<file path="src/rtl/inst_mem_loader.sv">
// Streams 32-bit instruction words into a byte-wide instruction memory, big-endian, holding the core in stall.
// Optional feature: define CHECKSUM_EN to add the mod-256 byte checksum output.
module inst_mem_loader #(
    parameter int unsigned DEPTH_BYTES = 72,
    parameter logic [31:0] BASE_ADDR   = 32'd0
) (
    input  logic        clk,
    input  logic        rst,
    input  logic        start,
    input  logic        wr_valid,
    output logic        wr_ready,
    input  logic [31:0] wr_data,
    input  logic        wr_last,
    output logic        mem_we,
    output logic [31:0] mem_addr,
    output logic [7:0]  mem_wdata,
    output logic        cpu_hold,
    output logic        done,
`ifdef CHECKSUM_EN
    output logic [7:0]  checksum,
`endif
    output logic        err
);

    localparam logic [1:0] S_IDLE  = 2'd0;
    localparam logic [1:0] S_LOAD  = 2'd1;
    localparam logic [1:0] S_WRITE = 2'd2;
    localparam logic [1:0] S_DONE  = 2'd3;

    logic [1:0]  state_q, state_d;
    logic [31:0] addr_q, addr_d;
    logic [1:0]  idx_q, idx_d;
    logic        err_q, err_d;
    logic        mem_we_q, mem_we_d;
    logic [31:0] mem_addr_q, mem_addr_d;
    logic [7:0]  mem_wdata_q, mem_wdata_d;
    logic [31:0] word_q, word_d;
    logic        last_q, last_d;
    logic [1:0]  idx_next;
    logic [31:0] word_shift;
    logic        room;

    // 33-bit compare so a BASE_ADDR near the top of the space cannot wrap the room check
    assign room       = ({1'b0, addr_q} + 33'd4) <= 33'(DEPTH_BYTES);
    assign idx_next   = idx_q + 2'd1;
    assign word_shift = word_q << {idx_next, 3'b000};

    always_comb begin
        state_d     = state_q;
        addr_d      = addr_q;
        idx_d       = idx_q;
        err_d       = err_q;
        mem_we_d    = 1'b0;
        mem_addr_d  = mem_addr_q;
        mem_wdata_d = mem_wdata_q;
        word_d      = word_q;
        last_d      = last_q;
        case (state_q)
            S_IDLE: begin
                if (start) begin
                    addr_d  = BASE_ADDR;
                    err_d   = 1'b0;
                    state_d = S_LOAD;
                end
            end
            S_LOAD: begin
                if (wr_valid && room) begin
                    word_d      = wr_data;
                    last_d      = wr_last;
                    idx_d       = 2'd0;
                    mem_we_d    = 1'b1;
                    mem_addr_d  = addr_q;
                    mem_wdata_d = wr_data[31:24];
                    state_d     = S_WRITE;
                end else if (wr_valid) begin
                    err_d   = 1'b1;
                    state_d = S_DONE;
                end
            end
            S_WRITE: begin
                // idx_q is the byte currently on the memory port; stage the following one
                if (idx_q != 2'd3) begin
                    idx_d       = idx_next;
                    mem_we_d    = 1'b1;
                    mem_addr_d  = addr_q + {30'd0, idx_next};
                    mem_wdata_d = word_shift[31:24];
                end else begin
                    addr_d  = addr_q + 32'd4;
                    state_d = last_q ? S_DONE : S_LOAD;
                end
            end
            default: state_d = S_IDLE;
        endcase
    end

    always_ff @(posedge clk or posedge rst) begin
        if (rst) begin
            state_q     <= S_IDLE;
            addr_q      <= BASE_ADDR;
            idx_q       <= 2'd0;
            err_q       <= 1'b0;
            mem_we_q    <= 1'b0;
            mem_addr_q  <= BASE_ADDR;
            mem_wdata_q <= 8'd0;
        end else begin
            state_q     <= state_d;
            addr_q      <= addr_d;
            idx_q       <= idx_d;
            err_q       <= err_d;
            mem_we_q    <= mem_we_d;
            mem_addr_q  <= mem_addr_d;
            mem_wdata_q <= mem_wdata_d;
        end
    end

    always_ff @(posedge clk) begin
        word_q <= word_d;
        last_q <= last_d;
    end

`ifdef CHECKSUM_EN
    logic [7:0] csum_q, csum_d;

    // The byte on the port is added at the edge that retires it, so the sum is final on entry to DONE
    always_comb begin
        csum_d = csum_q;
        if (mem_we_q) begin
            csum_d = csum_q + mem_wdata_q;
        end
        if (state_q == S_IDLE && start) begin
            csum_d = 8'd0;
        end
    end

    always_ff @(posedge clk or posedge rst) begin
        if (rst) begin
            csum_q <= 8'd0;
        end else begin
            csum_q <= csum_d;
        end
    end

    assign checksum = csum_q;
`endif

    assign wr_ready  = (state_q == S_LOAD) && room;
    assign cpu_hold  = (state_q != S_IDLE);
    assign done      = (state_q == S_DONE);
    assign err       = err_q;
    assign mem_we    = mem_we_q;
    assign mem_addr  = mem_addr_q;
    assign mem_wdata = mem_wdata_q;

endmodule

</file>
<file path="config.mk">
export PLATFORM = sky130hd
export DESIGN_NAME = inst_mem_loader
export DESIGN_NICKNAME = d
export VERILOG_FILES = /design/src/rtl/inst_mem_loader.sv
export SDC_FILE = /design/constraint.sdc
export NUM_CORES = 1
export LEC_CHECK = 0
export CORE_ASPECT_RATIO = 0.75
export CORE_UTILIZATION = 45
export DETAILED_ROUTE_END_ITERATION = 6
export PLACE_DENSITY_LB_ADDON = 0.12
export SLEW_MARGIN = 15
export SYNTH_ARGS = -nofsm -noshare
export SYNTH_HDL_FRONTEND = slang
export SYNTH_SLANG_ARGS = --single-unit
</file>
<file path="constraint.sdc">
create_clock -name clk -period 8.8 [get_ports clk]
set_input_delay 1.76 -clock clk [delete_from_list [all_inputs] [get_ports clk]]
set_output_delay 1.76 -clock clk [all_outputs]
set_load 0.03 [all_outputs]
</file>
# --- Word level (Yosys, flattened, before mapping) ---
# Cells that the tools add are included.
op_classes:
  add_sub_neg: 4
  mul: 0
  n_div: 0
  order_cmp: 1
  n_eq_ne: 11
  shift: 1
  muxes: 25
  n_bitwise: 0
  n_reduce_logical: 12
ops:
  columns: ["cell", "count"]
  rows:
  - ["$mux 32", 4]
  - ["$pmux 32 s2", 2]
  - ["$add 32x3->33 const B", 1]
  - ["$le 33x7->1 const B", 1]
  - ["$add 32x2->32", 1]
  - ["$add 32x3->32 const B", 1]
  - ["$shl 32x5->32", 1]
  - ["$mux 8", 2]
  - ["$pmux 8 s2", 1]
  - ["$mux 2", 7]
  - ["$ne 2x2->1 const B", 7]
  - ["$reduce_and 3->1", 3]
  - ["$reduce_bool 2->1", 4]
  - ["$pmux 2 s3", 1]
  - ["$mux 1", 5]
  - ["$eq 2x2->1 const B", 2]
  - ["$pmux 1 s2", 2]
  - ["$pmux 2 s2", 1]
  - ["$reduce_and 4->1", 1]
  - ["$ne 3x3->1 const B", 1]
  - ["$add 2x1->2 const B", 1]
  - ["$eq 2x1->1 const B", 1]
  - ["$logic_and 1x1->1", 2]
  - ["$logic_not 2->1", 1]
  - ["$reduce_and 2->1", 1]
word_totals:
  register_bits: 111
  latch_bits: 0
  mem_bits_rw: 0
  mem_bits_ro: 0
  inputBits: 37
  output_inout_bits: 45
  elab_cells: 63
  n_memories: 0

# --- Logic depth before layout (Yosys ltp) ---
# Gate-level depths: netlist of run 1.
depth:
  word_depth: 5
  ltp_mapped: 11
  depth_no_buf: 10

# --- Least setup slack after synthesis of run 1 ---
# OpenSTA, ideal clock, no wires.
synth_path:
  path_type: "register to output"
  start: "register addr_q[11]"
  end: "output port wr_ready"
  t_arrival_ns: 3.036
  required_ns: 7.040
  path_slack_ns: 4.004
  stages_incl_launch_ff: 8
  path_buffers: 1
  cell_sequence: "dfrtp_1 -> buf_2 -> and4_1 -> nand4_4 -> or4_1 -> a221o_1 -> or4b_4 -> nor3_1"
synth_via:
  elab_chain_len: 3
synth_rtl:
  columns: ["element", "line_no", "source"]
  rows:
  - ["from (decl)", "31", "logic [31:0] addr_q, addr_d;"]
  - ["from (signal assigned)", "107", "addr_q <= addr_d;"]
  - ["$add 32x3->33", "44", "assign room = ({1'b0, addr_q} + 33'd4) <= 33'(DEPTH_BYTES);"]
  - ["$le 33x7->1", "44", null]
  - ["$logic_and 1x1->1", "146", "assign wr_ready = (state_q == S_LOAD) && room;"]
  - ["to (decl)", "11", "output logic wr_ready,"]
# No other way between the ends.

# --- Worst setup path after layout of run 1 ---
layout_path:
  start: "register addr_q[2]"
  end: "output port wr_ready"
# The elaborated chain is that of the path after synthesis.

==> impl_results.md, run 1 <==
- WP data arrival: 4.05 ns
- Top cells by area, synth: dfrtp_1 (32%), edfxtp_1 (17%), mux2_4 (9.3%)
- Ys async rst share: 69.72%
- # resized after CTS: 0
- Placed cell count: 753
- Hold wc startpoint: mem_addr[1]$_DFFE_PP0P_
- WHS: 0.4996 ns
- RePlAce Congestion: 0.9260
- HPWL after detailed placement: 9188 um
- Post-synthesis sequential area ratio: 48.50%
- RSZ-0062 raised after global routing: no
- Initial DRT Pass Iterations: 5
- Post-Layout Cell Count: 769
- Largest net degree at the start of global routing: 77
- Core area: 12,970 um2
- Fillers: 1,138
- Max-Cap Viols: 0
- Dpl ws: 3.389 ns
- Vias in the first global route: 4,108
- End-of-flow core utilization: 54.71%
- Setup Viol. Count Final: 0
- Port bufs: 81
- Yosys warnings: 0
- Vert. Die Dim: 101.7 um
- Number of synthesized flops with an enable pin: 33
- Vias per inst: 5.685
- Pleak: 2.875 nW
- Post-route DRC: 0
- Die Area: 13,720 um2
- Clk_skew: 0.009146 ns
- R2R setup slack: 4.98 ns
- Crit path kind: reg -> out
- Total number of vias: 4,372
- Final nets: 638
- Chip Width: 134.9 um
- Slew Viols, Final: 0
- Min Tclk post-route: 5.806 ns
- Status: finished, final reports clean
- Initial antenna violation count: 0
- Clock Latency Late Sink: 0.36 ns
- Crit path capture type: primary output
- PnR worst setup slack: 2.994 ns
- Hold Vio Cnt, Final: 0
- Row count: 36
- Worst hold-check path type: reg -> reg
- WL/cell: 17.87 um
- Ports: 82
- Total Routed Length: 13,740 um
- Clk buf depth: 2
- Total negative setup slack: 0 ns
- Ant. Diodes: 0
- Synthesized area: 5964 um2
- Post-CTS Hold Buffers: 0
- Reg2Reg Depth: 11
- Initial Utilization: 45.98%
- Overflow after GRT: 0
- H-tree Lvls: 3
- Overall Global Routing Usage: 21.37%
- Mapped Cells: 541
- Root buffer cell: clkbuf_16
- CTS sink cnt: 109
- Hold Path Sink: mem_addr[1]$_DFFE_PP0P_
- PD cells: 228.6 nW/um2
- CTS tree: built
- Layout area overhead: 18.98%
- Worst-margin pin slew: 1.007 ns
- Syn_nets: 586
- Post-CTS setup buffers: 0
- Starting DRT DRC Count: 317
- Most numerous cell in the Yosys netlist: dfrtp_1
- Antenna violation net count after detailed routing: 0
- Layout cell share with drive strength beyond 1: 14.38%
- Share of the synthesized area in the top cell type: 31.89%
- Synth cell types: 59
- Post-synth top flop: dfrtp_1
- Reg-to-reg critical path endpoint: mem_addr[15]$_DFFE_PP0P_
- Final period util: 65.97%
- Worst IR Drop VDD: 140.7 uV
- R2R Path Start: addr_q[2]$_DFFE_PP0P_
- Syn Area/Cell: 11.02 um2
- FMAX: 0.1722 GHz
- Relative slew margins: 32.89%
- Seq cells post-synth: 109
- CP required: 7.04 ns
- Post-synth top cells: dfrtp_1 (76), o21ai_0 (46), nor2_1 (38)
- Top fanout value on the critical path: 13
- Hold path cells: 1
- Num CTS Buffers: 9
- First-pass GRT wire length: 22,280 um
- Largest area contributor in the netlist: dfrtp_1
- Clk slew on worst S/H paths: 0.07 ns
- Startpoint types: flip-flop
## worst max-delay path, cell delays in order, from the launching register on
cell and delay, ns:
dfrtp_1 0.47, ha_1 0.53, inv_1 0.19, nor4_1 0.31, buf_4 0.26, nand4_1 0.11, a211oi_1 0.27, or4b_4 0.54
nor3_1 0.28, clkdlybuf4s50_1 0.73
## layout by cell type, fill, tap and decap left out, drive strengths merged, types with 7 or more instances in the layout
cell           Yosys  final
clkbuf            29     10
nand3             25     25
a21oi             14     14
clkdlybuf4s50      0     81
ha                 8      8
nor2              39     39
dfrtp             76     76
nand2             32     32
edfxtp            33     33
o31ai             17     17
nor3              17     17
buf               18      7
nor4               7      7
a31oi             12     12
nand4             18     18
o21ai             46     46
xor2              11     11
mux4               8      8
inv               15     17
xnor2             11     11
mux2              46     46
## flip-flops by register name, summed over array words and instances, names as in the netlist
signal	count
last_q	1
addr_q	30
mem_addr	32
mem_wdata	8
word_q	32
mem_we	1
idx_q	2
err	1
state_q	2
## where the power goes
part	leakage, nW	internal, mW	switching [mW]	total [mW]
Sequential	1.34	0.595	0.0450	0.640
Clock	0.128	0.194	0.187	0.381
Combinational	1.41	0.267	0.334	0.601
Total	2.87	1.06	0.566	1.62
## cell families after synthesis
family,share of synthesized area [%]
buffers and inverters,4.762
xor gates and xnor gates,3.230
other,0.06287
and+or+nand+nor,14.83
adders and majority gates,1.678
AOI/OAI and AO/OA,12.57
DFF,48.50
muxes,14.37
## worst max-delay path by stage
| stage | end | cells past startpoint | start | slack (ns) |
|---|---|---|---|---|
| after CTS | wr_ready | 7 | addr_q[2]$_DFFE_PP0P_ | 2.98 |
| after global placement | wr_ready | 7 | addr_q[2]$_DFFE_PP0P_ | 3.43 |
| after global routing | wr_ready | 9 | addr_q[2]$_DFFE_PP0P_ | 2.71 |
| final | wr_ready | 9 | addr_q[2]$_DFFE_PP0P_ | 2.99 |
| after detailed placement | wr_ready | 7 | addr_q[14]$_DFFE_PP0P_ | 3.39 |
| after floorplan | wr_ready | 7 | addr_q[11]$_DFFE_PP0P_ | 4.00 |
## routing by layer
layer  vias to the layer above  GRT usage [%]  share of wire [%]
li1                       2098              -                  -
met1                      2128          33.64                 53
met2                       135          28.79                 41
met3                        11          4.555                5.4
met4                         0          6.482                1.0
met5                         -              0                  0
## metrics by stage
step           total power, mW  cell area, um2
4_1_cts                  1.638            7097
3_3_place_gp             1.243            6823
2_1_floorplan            1.079            5964
5_1_grt                  1.705            7097
6_report                 1.622            7097
3_5_place_dp             1.248            6823
## cell type report
cell class	instances	area, um2	share of cell area, %
clock buffers	10	229.0	3.226
clock inverters	6	45.04	0.6347
inverters	15	57.56	0.8110
multi-input cells	370	2795	39.39
flip-flops and latches	109	2893	40.76
well taps	171	214.0	3.015
repair buffers	88	863.3	12.17
No activity file was read; power rests on OpenSTA's default activity.
==> run 2, diff against run 1 <==
- clock period: 8.8 -> 5.2 ns (I/O delays scaled with it)
==> run 2 against run 1 <==
- total power increased by 74%
- die area unchanged
- critical path depth unchanged
- design area increased by 0.46%
- cell count unchanged
- count of clock-buffer cells in the layout unchanged
- critical path type unchanged
- critical endpoint unchanged
- largest power group unchanged
==> impl_results.md, run 2 (synthesis gave the netlist of run 1 again) <==
- Footprint of the multi-input gates: 2795 um2 (unchanged)
- Initial DRT Pass Iterations: 5 (unchanged)
- Relative slew margins: 37.13% (was 32.89%)
- Post-CTS setup buffers: 0 (unchanged)
- Startpoint types: flip-flop (unchanged)
- CTS sink cnt: 109 (unchanged)
- Fillers: 1,106 (was 1,138)
- Largest net degree at the start of global routing: 48 (was 77)
- Combinational fraction of design power: 36.0% (was 37.0%)
- Internal power: 1.840 mW (was 1.056 mW)
- Clk_skew: 0.006868 ns (was 0.009146 ns)
- Ant. Diodes: 0 (unchanged)
- Hold Vio Cnt, Final: 0 (unchanged)
- Setup Viol. Count Final: 0 (unchanged)
- Post-route DRC: 0 (unchanged)
- CP most frequent cell: buf_4
- Layout area overhead: 19.53% (was 18.98%)
- Post-CTS Hold Buffers: 0 (unchanged)
- Max incr delay on CP: 0.56 ns (was 0.73 ns)
- Highest-delay cell along the critical path: or4b_4 (was clkdlybuf4s50_1)
- Sequential cell area: 2893 um2 (unchanged)
- Sequential share of power: 38.6% (was 39.5%)
- Total Routed Length: 13,870 um (was 13,740 um)
- Starting DRT DRC Count: 326 (was 317)
- Initial antenna violation count: 0 (unchanged)
- RePlAce Congestion: 0.9491 (was 0.9260)
- CTS tree: built (unchanged)
- First-pass GRT wire length: 22,490 um (was 22,280 um)
- CP required: 4.16 ns (was 7.04 ns)
- Die Area: 13,720 um2 (unchanged)
- Final period util: 91.18%
- PnR worst setup slack: 0.4588 ns (was 2.994 ns)
- Worst-margin pin slew: 0.9431 ns (was 1.007 ns)
- WP data arrival: 3.70 ns (was 4.05 ns)
- Crit path capture type: primary output (unchanged)
- Vias in the first global route: 4,185 (was 4,108)
- Status: finished, final reports clean (unchanged)
- Clock Latency Late Sink: 0.36 ns (about the same)
- Clk slew on worst S/H paths: 0.07 ns (about the same)
- Cell family with most CP delay: simple AND/OR/NAND/NOR gates (unchanged)
- Port bufs: 81 (unchanged)
- Layout cell share with drive strength beyond 1: 14.72% (was 14.38%)
- Core area: 12,970 um2 (unchanged)
- Overall Global Routing Usage: 21.62% (was 21.37%)
- Num CTS Buffers: 9 (unchanged)
- Top fanout value on the critical path: 13 (unchanged)
- Row count: 36 (unchanged)
- Antenna violation net count after detailed routing: 0 (unchanged)
- # resized after CTS: 0 (unchanged)
- Clk buf depth: 2 (unchanged)
- Root buffer cell: clkbuf_16 (unchanged)
- Worst IR Drop VDD: 236.7 uV (was 140.7 uV)
- HPWL after detailed placement: 9171 um (was 9188 um)
- CP cell instances: ha_1 -> inv_1 -> nor4_1 -> buf_4 -> nand4_1 -> a211oi_1 -> or4b_4 -> nor3_1 -> buf_4 (was ha_1 -> inv_1 -> nor4_1 -> buf_4 -> nand4_1 -> a211oi_1 -> or4b_4 -> nor3_1 -> clkdlybuf4s50_1)
- PD cells: 395.3 nW/um2 (was 228.6 nW/um2)
- Vias per inst: 5.701 (was 5.685)
- Overflow after GRT: 0 (unchanged)
- Commonest non-fill, non-tap cell in the layout: clkdlybuf4s50_1 (unchanged)
- Crit path kind: reg -> out (unchanged)
- H-tree Lvls: 3 (unchanged)
- Pleak: 2.895 nW (was 2.875 nW)
- Vert. Die Dim: 101.7 um (unchanged)
- Clock share of power: 25.4% (was 23.5%)
- Min Tclk post-route: 4.741 ns
- Dpl ws: 0.8782 ns (was 3.389 ns)
- Total Power: 2.818 mW (was 1.622 mW)
- Commonest cells after routing, fill and taps aside: clkdlybuf4s50_1 (80), dfrtp_1 (76), o21ai_0 (45) (was clkdlybuf4s50_1 (81), dfrtp_1 (76), o21ai_0 (45))
- Worst hold-check path type: reg -> reg (unchanged)
- FMAX: 0.2109 GHz
- Final nets: 638 (unchanged)
- Total number of vias: 4,384 (was 4,372)
- Max-Cap Viols: 0 (unchanged)
- Sw Share: 34.71% (was 34.89%)
- CP bufs+invs: 3 (unchanged)
- WL/cell: 18.03 um (was 17.87 um)
- Total negative setup slack: 0 ns (unchanged)
- Ports: 82 (unchanged)
- Initial Utilization: 45.98% (unchanged)
- Chip Width: 134.9 um (unchanged)
- RSZ-0062 raised after global routing: no (unchanged)
- P_sw: 978.2 uW (was 566.1 uW)
- End-of-flow core utilization: 54.96% (was 54.71%)
- Slew Viols, Final: 0 (unchanged)
- R2R setup slack: 1.25 ns (was 4.98 ns)
[run 2: cell types whose count changed in the layout (fill, tap and decap cells not counted), sizes merged]
cell and change:
buf +1, bufinv +1, clkdlybuf4s50 -1, clkinvlp -1
[run 2: layout make-up]
cell class / instances / area share, %
Tap cell: 171 / 3.001
Timing Repair Buffer: 88 / 12.07
Multi-Input combinational cell: 370 / 39.21
Clock inverter: 6 / 1.123
Inverter: 15 / 0.8073
Clock buffer: 10 / 3.212
Sequential cell: 109 / 40.58
[run 2: worst paths after layout]
kind / endpoint / start / cells after the start
worst max-delay path: wr_ready / addr_q[2]$_DFFE_PP0P_ / 9
worst min-delay path: mem_addr[0]$_DFFE_PP0P_ / mem_addr[0]$_DFFE_PP0P_ / 1
worst max register to register: mem_wdata[2]$_DFFE_PP0P_ / addr_q[2]$_DFFE_PP0P_ / 11
worst min register to register: mem_addr[0]$_DFFE_PP0P_ / mem_addr[0]$_DFFE_PP0P_ / 1
max in group asynchronous: addr_q[19]$_DFFE_PP0P_ / rst / 3
min in group asynchronous: mem_wdata[1]$_DFFE_PP0P_ / rst / 2
[run 2: per-layer routing]
metal	global-route usage (%)	part of all wire, %	vias to the layer above
met5	0	0	-
met4	5.704	1.3	0
met3	4.705	5.1	14
met2	31.36	43	144
met1	32.50	51	2128
li1	-	-	2098
[run 2: worst reg2reg max path: stages, from the launching register on]
cell	delay, ns
dfrtp_1	0.45
ha_1	0.54
inv_1	0.18
nor4_1	0.33
buf_4	0.26
nand4_1	0.11
a211oi_1	0.37
or4b_4	0.56
nor2_8	0.16
a21oi_4	0.06
buf_4	0.37
mux2_1	0.43
[run 2: stage by stage]
| stage | hold slack [ns] | std cells | area [um2] |
|---|---|---|---|
| after floorplan | 0.4601 | 541 | 5964 |
| after global placement | 0.4740 | 753 | 6820 |
| after detailed placement | 0.4852 | 753 | 6820 |
| after CTS | 0.4989 | 769 | 7129 |
| after global routing | 0.5298 | 769 | 7129 |
| final | 0.4995 | 769 | 7129 |
[run 2: power groups by stage]
stage	clock (mW)	sequential, mW	combinational (mW)
after CTS	0.730	1.09	1.01
after floorplan	0	1.15	0.671
after global routing	0.761	1.10	1.09
after global placement	0	1.10	0.996
after detailed placement	0	1.11	1.01
final	0.717	1.09	1.01
==> RTL change 1, RTL diff (config.mk and constraints of run 1) <==
Add a define of `CHECKSUM_EN`.
--- a/src/rtl/inst_mem_loader.sv
+++ b/src/rtl/inst_mem_loader.sv
@@ -1,5 +1,7 @@
 // Streams 32-bit instruction words into a byte-wide instruction memory, big-endian, holding the core in stall.
 // Optional feature: define CHECKSUM_EN to add the mod-256 byte checksum output.
+`define CHECKSUM_EN
+
 module inst_mem_loader #(
     parameter int unsigned DEPTH_BYTES = 72,
     parameter logic [31:0] BASE_ADDR   = 32'd0
Check against the original RTL (old outputs only; new: checksum): equivalent (equiv_simple and equiv_induct, registers matched by name and starting in step).
==> RTL change 1 against run 1 <==
Sequential cell count increased by 8; worst setup slack worse by 0.34 ns; synthesized area is 11% higher; total power up 35%; first-iteration DRC count grew 0.32%; global-route usage down 0.15 points; wire length rose by 8.7%; cell area rose by 13%; largest power group is now combinational cells.
==> RTL change 1: results (changes against run 1) <==
outcome=completed; Peak VDD IR=0.000159 V (+13%); Post-Synth XOR/XNOR Area=0.0449 (+0.0126); Port Buf Inserts=89 (+9.9%); CP Max Fanout=11 (-2); adder-cell share of the synthesized area=0.0332 (+0.0164); fraction of area in multi-input gates=0.386 (-0.00829); dpl cells=822 (+9.2%); met1 wire length=7950 µm (+10%); largest net degree at the start of global routing=52 (-32%); #MultiIn Comb=396 (+7.0%); Place WS=3.19 ns (-0.201 ns); Critical R2R Capture=mem_wdata[7]$_DFFE_PP0P_; first-pass GRT wire length=24700 µm (+11%); DR iter-0 viols=318 (+0.32%); P_leak=3.33 nW (+16%); met3 WL=606 µm (-18%); routed via count=4639 (+6.1%); clock network share of area=0.0732 (+0.0346); sequential cell area fraction in the yosys report=0.467 (-0.0183); Total GRT Usage=0.212 (-0.00151); met3 GRT Util=0.0473 (+0.00180); PD cells=275 nW/µm² (+20%); Nets=695 (+8.9%); non-clock buffer area fraction after layout=0.116 (-0.00559); mux cell area share after synthesis=0.145 (+0.00148); Cell Area, Placed=7400 µm² (+8.5%); Compound-Gate Fraction of Synth Area=0.110 (-0.0152); Register-to-Register Path Depth=10 (-1); Commonest cells post-synth=dfrtp_1 (84), o21ai_0 (49), nor2_1 (47), mux2_4 (37), edfxtp_1 (33); Synth Area per Inst=11.6 µm² (+5.1%); R2R setup slack=4.53 ns (-0.45 ns); clk_lat worst skew=0.41 ns (+0.05 ns); top post-synthesis cells by area=dfrtp_1 (32%), edfxtp_1 (15%), mux2_4 (8.4%); # H-tree levels=4 (+1); met2 routed WL=6230 µm (+10%); met1 Use GR=0.328 (-0.00871); period utilization=0.698 (+0.0382); Slew @ Worst Pin=0.827 ns (-0.179 ns); layout cells sized above 1=0.170 (+0.0259); Layout Skew=0.00927 ns (+0.000123 ns); nonclk buf count=94 (+6.8%); flop and latch count out of synthesis=117 (+7.3%); Setup crit end=wr_ready; vias per inst=5.43 (-4.5%); ys async rst share=0.718 (+0.0207); DRT Wirelength=14900 µm (+8.7%); CP max-delay cell=clkdlybuf4s50_1; GR Layer Usage met2=0.292 (+0.00415); drt pass-1 iters=4 (-1); GP Congestion=0.898 (-3.0%); Register Area=3090 µm² (+6.9%); clock root cell=clkbuf_16; Fill cells=1222 (+7.4%); DIE AREA=15200 µm² (+11%); clkbuf count=17 (+7); Mapped Nets=626 (+6.8%)
RTL change 1: worst min-delay path by stage:
stage                        startpoint                  endpoint  slack (ns)
2_1_floorplan      idx_q[1]$_DFFE_PP0P_      idx_q[1]$_DFFE_PP0P_        0.50
3_3_place_gp   mem_addr[31]$_DFFE_PP0P_  mem_addr[31]$_DFFE_PP0P_        0.49
3_5_place_dp    mem_addr[6]$_DFFE_PP0P_   mem_addr[6]$_DFFE_PP0P_        0.49
4_1_cts        mem_addr[14]$_DFFE_PP0P_  mem_addr[14]$_DFFE_PP0P_        0.52
5_1_grt        mem_addr[29]$_DFFE_PP0P_  mem_addr[29]$_DFFE_PP0P_        0.53
6_report       mem_addr[23]$_DFFE_PP0P_  mem_addr[23]$_DFFE_PP0P_        0.51
RTL change 1: power by group:
part | switching (mW) | internal (mW)
Clock | 0.289 | 0.403
Sequential | 0.0623 | 0.639
Combinational | 0.438 | 0.367
==> RTL change 2, RTL diff (settings of run 1) <==
Without the edit above. Register the output `err` once more; this adds one clock of latency there. The other outputs are not delayed to match.
--- a/src/rtl/inst_mem_loader.sv
+++ b/src/rtl/inst_mem_loader.sv
@@ -146,7 +146,9 @@
     assign wr_ready  = (state_q == S_LOAD) && room;
     assign cpu_hold  = (state_q != S_IDLE);
     assign done      = (state_q == S_DONE);
-    assign err       = err_q;
+    always_ff @(posedge clk) begin
+        err <= err_q;
+    end
     assign mem_we    = mem_we_q;
     assign mem_addr  = mem_addr_q;
     assign mem_wdata = mem_wdata_q;
Behaviour: no difference found for any inputs over 10 cycles, from zero or initial values and one cycle with rst high; that may be too few to reach the edited logic, so the function may still have changed.
==> RTL change 2 against run 1 <==
Non-clock buffer count decreased by 2; global-route usage decreased by 0.72 points; worst setup slack improved by 0.024 ns; synthesized area increased by 0.34%; hold slack got worse by 0.088 ns; sequential share of layout area increased by 0.10 points; total power increased by 1.1%; synthesized cell count increased by 0.18%; sequential cell count increased by 1; clock power increased by 5.2%; wire length decreased by 2.6%; cell area increased by 0.44%; combinational power decreased by 1%; critical path type unchanged; largest cell class unchanged; largest power group unchanged.
==> RTL change 2: results (changes against run 1) <==
outcome=completed; CP Max Fanout=13 (unchanged); met3 WL=669 µm (-9.3%); sequential cell area fraction in the yosys report=0.487 (+0.00172); P_int=1.06 mW (+0.61%); layout cells sized above 1=0.147 (+0.00359); max_slew headroom=0.308 (-0.0206); top post-synthesis cells by area=dfrtp_1 (32%), edfxtp_1 (17%), mux2_4 (9.3%); Place WS=3.41 ns (+0.0230 ns); Fill cells=1114 (-2.1%); post-route insts no fill=768 (-0.13%); arrival time worst endpoint=4.02 ns (-0.03 ns); Register-to-Register Path Depth=10 (-1); met2 routed WL=5890 µm (+4.3%); hold_ws=0.411 ns (-0.0882 ns); initial antenna violation count=0 (unchanged); grt peak-use layer=met2; Port Buf Inserts=81 (unchanged); routed via count=4416 (+1.0%); Cell variety after synth=60 (+1.7%); hold_sp=err_q$_DFFE_PP0P_; worst hold endpoint=err$_DFF_P_; met1 wire length=6680 µm (-7.5%); dpl cells=752 (-0.13%); worst hold stages=0 (-1); Routed WL per cell=17.4 µm (-2.5%); via count of the first global-routing pass=4152 (+1.1%); Post-synth EDFFs=33 (unchanged); largest net degree at the start of global routing=77 (unchanged); Peak VDD IR=0.000217 V (+54%); Max Used Layer=met4; R2R setup slack=4.72 ns (-0.26 ns); GP Congestion=0.888 (-4.2%); first-pass GRT wire length=22100 µm (-0.93%); post-CTS sizing=0 (unchanged); Layout Skew=0.00894 ns (-0.000208 ns); ys async rst share=0.691 (-0.00634); GR Layer Usage met2=0.309 (+0.0210); met3 GRT Util=0.0372 (-0.00834); Nets=637 (-0.16%); Gate power share=0.363 (-0.007); Total GRT Usage=0.206 (-0.00716); reg2reg start=addr_q[2]$_DFFE_PP0P_; Mapped Nets=587 (+0.17%); met1 Use GR=0.308 (-0.0287); Power Sequential=0.645 mW (+0.8%); sequential power share=0.393 (-0.002); Critical R2R Capture=mem_addr[27]$_DFFE_PP0P_; Hold Path Class=register to register; Final Cell Area=7130 µm² (+0.44%); Setup TNS Final=0 ns (unchanged); post-DP HPWL=8850 µm (-3.7%); Cell Area, Placed=6830 µm² (+0.11%); DR iter-0 viols=449 (+42%); P_leak=2.89 nW (+0.60%); Synth Area per Inst=11.0 µm² (+0.15%)
[RTL change 2: worst max-delay path by stage]
| stage | from | end | slack (ns) | cells after the start |
|---|---|---|---|---|
| final | addr_q[2]$_DFFE_PP0P_ | wr_ready | 3.02 | 9 |
| after global routing | addr_q[2]$_DFFE_PP0P_ | wr_ready | 2.75 | 9 |
| after CTS | addr_q[2]$_DFFE_PP0P_ | wr_ready | 3.03 | 9 |
| after detailed placement | addr_q[2]$_DFFE_PP0P_ | wr_ready | 3.41 | 7 |
| after global placement | addr_q[2]$_DFFE_PP0P_ | wr_ready | 3.48 | 7 |
| after floorplan | addr_q[11]$_DFFE_PP0P_ | wr_ready | 4.00 | 7 |
[RTL change 2: critical path, stage by stage, from the launching register on]
cell and delay (ns):
dfrtp_1 0.47, ha_1 0.55, inv_1 0.19, nor4_1 0.31
buf_4 0.25, nand4_1 0.11, a211oi_1 0.29, or4b_4 0.54
nor3_1 0.21, clkdlybuf4s50_1 0.74
[RTL change 2: area by class of cell]
class	instances	share of cell area
Multi-Input combinational cell	370	0.394
Clock inverter	7	0.00878
Clock buffer	9	0.0316
Inverter	15	0.00790
Sequential cell	110	0.409
Tap cell	171	0.0300
Timing Repair Buffer	86	0.119
[RTL change 2: kinds of logic (layout without fill, tap and decap cells)]
family	count (synthesis)	count (layout)	share of synthesized area
and+or+nand+nor	166	166	0.148
AOI/OAI and AO/OA	117	117	0.125
other	1	1	0.000627
buffers and inverters	62	117	0.0475
xor gates and xnor gates	22	22	0.0322
adders and majority gates	8	8	0.0167
DFF	110	110	0.487
muxes	56	56	0.143
